### src/rtl/mega_ram_dma.sv
// Block copy/fill engine sharing the single data-RAM port with the CPU.
// The CPU always owns the port when cpu_cs is high; the engine uses the idle cycles.
module mega_ram_dma #(
  parameter int ADDR_BUS_WIDTH = 13,
  parameter int DATA_BUS_WIDTH = 8
) (
  input  logic                      clk,
  input  logic                      rst,
  input  logic                      start,
  input  logic                      mode,
  input  logic [ADDR_BUS_WIDTH-1:0] src,
  input  logic [ADDR_BUS_WIDTH-1:0] dst,
  input  logic [ADDR_BUS_WIDTH:0]   len,
  input  logic [DATA_BUS_WIDTH-1:0] fill_val,
  input  logic                      abort,
  output logic                      busy,
  output logic                      done,
  input  logic                      cpu_cs,
  input  logic                      cpu_we,
  input  logic                      cpu_re,
  input  logic [ADDR_BUS_WIDTH-1:0] cpu_a,
  input  logic [DATA_BUS_WIDTH-1:0] cpu_d_in,
  output logic [DATA_BUS_WIDTH-1:0] cpu_d_out,
  output logic                      ram_cs,
  output logic                      ram_we,
  output logic                      ram_re,
  output logic [ADDR_BUS_WIDTH-1:0] ram_a,
  output logic [DATA_BUS_WIDTH-1:0] ram_d_in,
  input  logic [DATA_BUS_WIDTH-1:0] ram_d_out,
  output logic [1:0]                dbg_state
);

  localparam int AW = ADDR_BUS_WIDTH;
  localparam int DW = DATA_BUS_WIDTH;
  localparam logic [AW-1:0] PTR_ONE = {{(AW-1){1'b0}}, 1'b1};
  localparam logic [AW:0]   CNT_ONE = {{AW{1'b0}}, 1'b1};

  typedef enum logic [1:0] {
    S_IDLE = 2'd0,
    S_RD   = 2'd1,
    S_WR   = 2'd2
  } state_t;

  state_t          state_q, state_d;
  logic            mode_q, mode_d;
  logic [AW-1:0]   src_q, src_d;
  logic [AW-1:0]   dst_q, dst_d;
  logic [AW:0]     cnt_q, cnt_d;
  logic [DW-1:0]   fill_q, fill_d;
  logic            busy_q, busy_d;
  logic            done_q, done_d;

  logic            dma_cs, dma_we, dma_re;
  logic [AW-1:0]   dma_a;
  logic [DW-1:0]   dma_d;
  logic            dma_on;

  // Handshake: start is a single-cycle request honoured only in IDLE; done is
  // a single-cycle completion pulse; busy is high exactly while not in IDLE.
  always_ff @(posedge clk) begin
    if (rst) begin
      state_q <= S_IDLE;
      mode_q  <= 1'b0;
      src_q   <= '0;
      dst_q   <= '0;
      cnt_q   <= '0;
      fill_q  <= '0;
      busy_q  <= 1'b0;
      done_q  <= 1'b0;
    end else begin
      state_q <= state_d;
      mode_q  <= mode_d;
      src_q   <= src_d;
      dst_q   <= dst_d;
      cnt_q   <= cnt_d;
      fill_q  <= fill_d;
      busy_q  <= busy_d;
      done_q  <= done_d;
    end
  end

  always_comb begin
    state_d = state_q;
    mode_d  = mode_q;
    src_d   = src_q;
    dst_d   = dst_q;
    cnt_d   = cnt_q;
    fill_d  = fill_q;
    done_d  = 1'b0;
    dma_cs  = 1'b0;
    dma_we  = 1'b0;
    dma_re  = 1'b0;
    dma_a   = '0;
    dma_d   = '0;
    case (state_q)
      S_IDLE: begin
        if (start) begin
          if (len == '0) begin
            done_d = 1'b1;
          end else begin
            mode_d  = mode;
            src_d   = src;
            dst_d   = dst;
            cnt_d   = len;
            fill_d  = fill_val;
            state_d = mode ? S_WR : S_RD;
          end
        end
      end
      S_RD: begin
        dma_cs = 1'b1;
        dma_a  = src_q;
        if (!cpu_cs) state_d = S_WR;
      end
      S_WR: begin
        dma_cs = 1'b1;
        dma_we = 1'b1;
        dma_a  = dst_q;
        // Copy writes the byte the RAM returns for the previous RD cycle;
        // re must be high for the RAM to present it.
        if (mode_q) begin
          dma_d = fill_q;
        end else begin
          dma_re = 1'b1;
          dma_d  = ram_d_out;
        end
        if (!cpu_cs) begin
          src_d = src_q + PTR_ONE;
          dst_d = dst_q + PTR_ONE;
          cnt_d = cnt_q - CNT_ONE;
          if (cnt_q == CNT_ONE) begin
            state_d = S_IDLE;
            done_d  = 1'b1;
          end else if (!mode_q) begin
            state_d = S_RD;
          end
        end else if (!mode_q) begin
          // Forwarded read data was lost to the CPU cycle; fetch it again.
          state_d = S_RD;
        end
      end
      default: state_d = S_IDLE;
    endcase
    if (abort && (state_q != S_IDLE)) begin
      state_d = S_IDLE;
      done_d  = 1'b0;
    end
  end

  assign busy_d = (state_d != S_IDLE);

  // Engine drive is suppressed in a reset cycle so no write lands after rst.
  assign dma_on = (state_q != S_IDLE) && !rst;

  always_comb begin
    ram_cs   = 1'b0;
    ram_we   = 1'b0;
    ram_re   = 1'b0;
    ram_a    = '0;
    ram_d_in = '0;
    if (cpu_cs) begin
      ram_cs   = 1'b1;
      ram_we   = cpu_we;
      ram_re   = cpu_re;
      ram_a    = cpu_a;
      ram_d_in = cpu_d_in;
    end else if (dma_on) begin
      ram_cs   = dma_cs;
      ram_we   = dma_we;
      ram_re   = dma_re;
      ram_a    = dma_a;
      ram_d_in = dma_d;
    end
  end

  assign cpu_d_out = cpu_cs ? ram_d_out : '0;
  assign busy      = busy_q;
  assign done      = done_q;
  assign dbg_state = state_q;

endmodule

### config.mk
export PLATFORM = sky130hd
export DESIGN_NAME = mega_ram_dma
export DESIGN_NICKNAME = d
export VERILOG_FILES = /design/src/rtl/mega_ram_dma.sv
export SDC_FILE = /design/constraint.sdc
export NUM_CORES = 1
export LEC_CHECK = 0
export CORE_ASPECT_RATIO = 2
export CORE_MARGIN = 3
export CORE_UTILIZATION = 30
export DETAILED_ROUTE_END_ITERATION = 6
export DONT_BUFFER_PORTS = 1
export MAX_ROUTING_LAYER = met4
export PLACE_DENSITY = 0.49
export SKIP_CTS_REPAIR_TIMING = 1
export SYNTH_ARGS = -nofsm -noshare
export SYNTH_HDL_FRONTEND = slang
export SYNTH_SLANG_ARGS = --single-unit
### constraint.sdc
create_clock -name clk -period 5.67 [get_ports clk]
set_input_delay 1.134 -clock clk [delete_from_list [all_inputs] [get_ports clk]]
set_output_delay 1.134 -clock clk [all_outputs]
set_load 0.01 [all_outputs]
==> flow_summary.toml <==
[run_status]
status = "finished, violations left"
violations = "design-rule violations"

[cts]
tritoncts = "done"
cts-root-buf = "clkbuf_16"
clock_latency_ns = 0.30
clock-sinks = 53
cts_buffer_depth = 2
htreeDepth = 2
numCtsBuffers = 5
clkTransAtPathRegs_ns = 0.07

[floorplanning]
io-pin-count = 121
start_util = 0.308
die-area_sq_um = 13500
die_h_um = 161
coreArea_sq_um = 11800
die_width_um = 83.7
rows = 56

[setup_path]
worstPathArrival_ns = 2.70
required_ns = 4.54
r2r_setup_slack_ns = 2.36
endpoint = "ram_d_in[3]"
critPathLaunchType = "flop"
startpoint = "dbg_state[1]$_SDFF_PP0_"
cp-end-kind = "output port"
r2r_cells = 7
worst-setup-path-type = "flop to output port"
cp_cell_sequence = "ha_2 > nand2b_1 > or3_1 > o21ai_0"
crit_fanout = 43
crit-reg2reg-launch = "dbg_state[0]$_SDFF_PP0_"
cp_slowest_stage_delay_ns = 0.81
cp_slowest_cell = "ha_2"
reg2reg_to = "dst_q[0]$_SDFFE_PP0P_"

[synthesis]
yosysMostFrequentCell = "nand2_1"
synth_flop_cell = "dfxtp_1"
synth_area_per_cell_sq_um = 7.33
ys_types = 56
synth_enable_flop_cells = 0
synth_nets = 587
synth_cells = 494
async_flop_share = 0
yosysWarnings = 0
synth_common_cells = "nand2_1 (63), a21oi_1 (54), dfxtp_1 (53)"
mappedNetlistArea_sq_um = 3620
ys_ff_latch = 53
synth_area_leaders = "dfxtp_1 (29%), a21oi_1 (7.5%), nand2_1 (6.5%), o32ai_1 (4.6%), o21ai_0 (4.3%)"
synth_seq_area_share = 0.293
netlist.area_leader.share = 0.293
synth_top_area_cell = "dfxtp_1"

[power_and_ir_drop]
swShare = 0.417
p_comb_frac = 0.389
clkPwrFrac = 0.220
total_power_mw = 1.51
p_sw_mw = 0.630
internal-power_mw = 0.879
sequentialPowerShare = 0.392
max-vdd-ir-drop_mv = 0.115
p_per_area_nw_per_um2 = 392
p_leak_nw = 1.37

[layout]
stdcell_area_sq_um = 3850
area_delta_synth_final_pct = 6.32
diodes = 0
fin_nets = 560
drive_gt1_frac = 0.0620

[sta]
slew_headroom = 0.322
finalHoldViolCount = 0
setup_tns_ns = 0
slew_violations = 0
period_share = 0.676
worst_pin_slew_ns = 1.02
rsz0062_at_grt = "false"
setup_viol = 0
period_needed_ns = 3.83
clock_skew_ns = 0.00565
hold_ws_ns = 0.451
fin_ws_ns = 1.84
timing.fmax_ghz = 0.261

[global_route]
overflow = 0
grt_pass1_vias = 3502
antenna_found_initial = 0
track_usage = 0.175
grt_max_degree = 52
grt_first_pass_wirelength_mm = 18.6

[detailed_routing]
wire_per_inst_um = 19.6
vias = 3720
drc = 3
postRouteAntennaNets = 0
via_per_inst = 6.07
drtIter0Drc = 252
drt_first_pass_iters = 7
finalWirelength_mm = 12.0

[placed_design]
placed_area_sq_um = 3690
place_congestion = 0.864
hpwl_mm = 8.71
post-place-ws_ns = 1.88
io_buffers = 0

[hold_path]
min_path_type = "flop to flop"

[job]
cap_violations = 0
worst min path at each step:
stage / startpoint / to / slack, ns / depth (start not counted)
after floorplan: fill_q[0]$_SDFFE_PP0P_ / fill_q[0]$_SDFFE_PP0P_ / 0.44 / 2
final: fill_q[7]$_SDFFE_PP0P_ / fill_q[7]$_SDFFE_PP0P_ / 0.45 / 2
after global routing: fill_q[2]$_SDFFE_PP0P_ / fill_q[2]$_SDFFE_PP0P_ / 0.46 / 2
after CTS: fill_q[0]$_SDFFE_PP0P_ / fill_q[0]$_SDFFE_PP0P_ / 0.45 / 2
after detailed placement: fill_q[0]$_SDFFE_PP0P_ / fill_q[0]$_SDFFE_PP0P_ / 0.44 / 2
after global placement: fill_q[0]$_SDFFE_PP0P_ / fill_q[0]$_SDFFE_PP0P_ / 0.44 / 2
layer usage:
layer	track usage	routed length, um
met1	0.183	4510
met2	0.317	6310
met3	0.0322	800
met4	0.0769	413
met5	-	0
kinds of logic (layout without fill, tap and decap cells):
kind of cell	count (synthesis)	after routing	synth area share
simple gates	188	188	0.265
fa+ha+maj	8	8	0.0276
flops	53	53	0.293
compound gates	159	159	0.295
xor+xnor	1	1	0.00242
buf+inv	71	45	0.0777
mux	14	14	0.0387
area by class of cell:
class	instances	area, sq um
multi-input cells	370	2290
flip-flops and latches	53	1060
clock buffers	7	153
repair buffers	6	45.0
well taps	145	181
inverters	31	116
clock inverters	1	5.00
fillers	1280	7920
worst max-delay path: cells and delay by family (launching register included):
family          cells  cell delay [ns]
simple gates        2             0.66
flops               1             0.52
compound gates      1             0.40
fa+ha+maj           1             0.81
flip-flops by register name (all words and copies together) (netlist names):
register and flops:
dst_q 13, busy 1, fill_q 8, cnt_q 14, dbg_state 2, done 1
src_q 13, mode_q 1
layout by cell type (no fill, tap or decap), types with 10 or more instances in the layout:
master / synthesis / layout
a21oi_1: 54 / 54
a222oi_1: 12 / 12
dfxtp_1: 53 / 53
inv_1: 30 / 30
mux2i_1: 14 / 14
nand2_1: 63 / 63
nand3_1: 23 / 23
nor2_1: 26 / 26
nor2b_1: 10 / 10
nor3_1: 13 / 13
o21ai_0: 31 / 31
o32ai_1: 19 / 19
per-stage QoR:
| stage | std cells | utilization |
|---|---|---|
| after floorplan | 494 | - |
| after global placement | 605 | 0.314 |
| after detailed placement | 605 | 0.314 |
| after CTS | 613 | 0.327 |
| after global routing | 613 | 0.327 |
| final | 613 | 0.327 |
power groups by stage:
stage	sequential (mW)	clock (mW)	combinational, mW
global route	0.604	0.355	0.661
finish	0.591	0.331	0.587
global placement	0.596	0	0.578
detailed placement	0.598	0	0.586
floorplan	0.545	0	0.501
CTS	0.589	0.342	0.590
No activity file was read; power rests on OpenSTA's default activity.
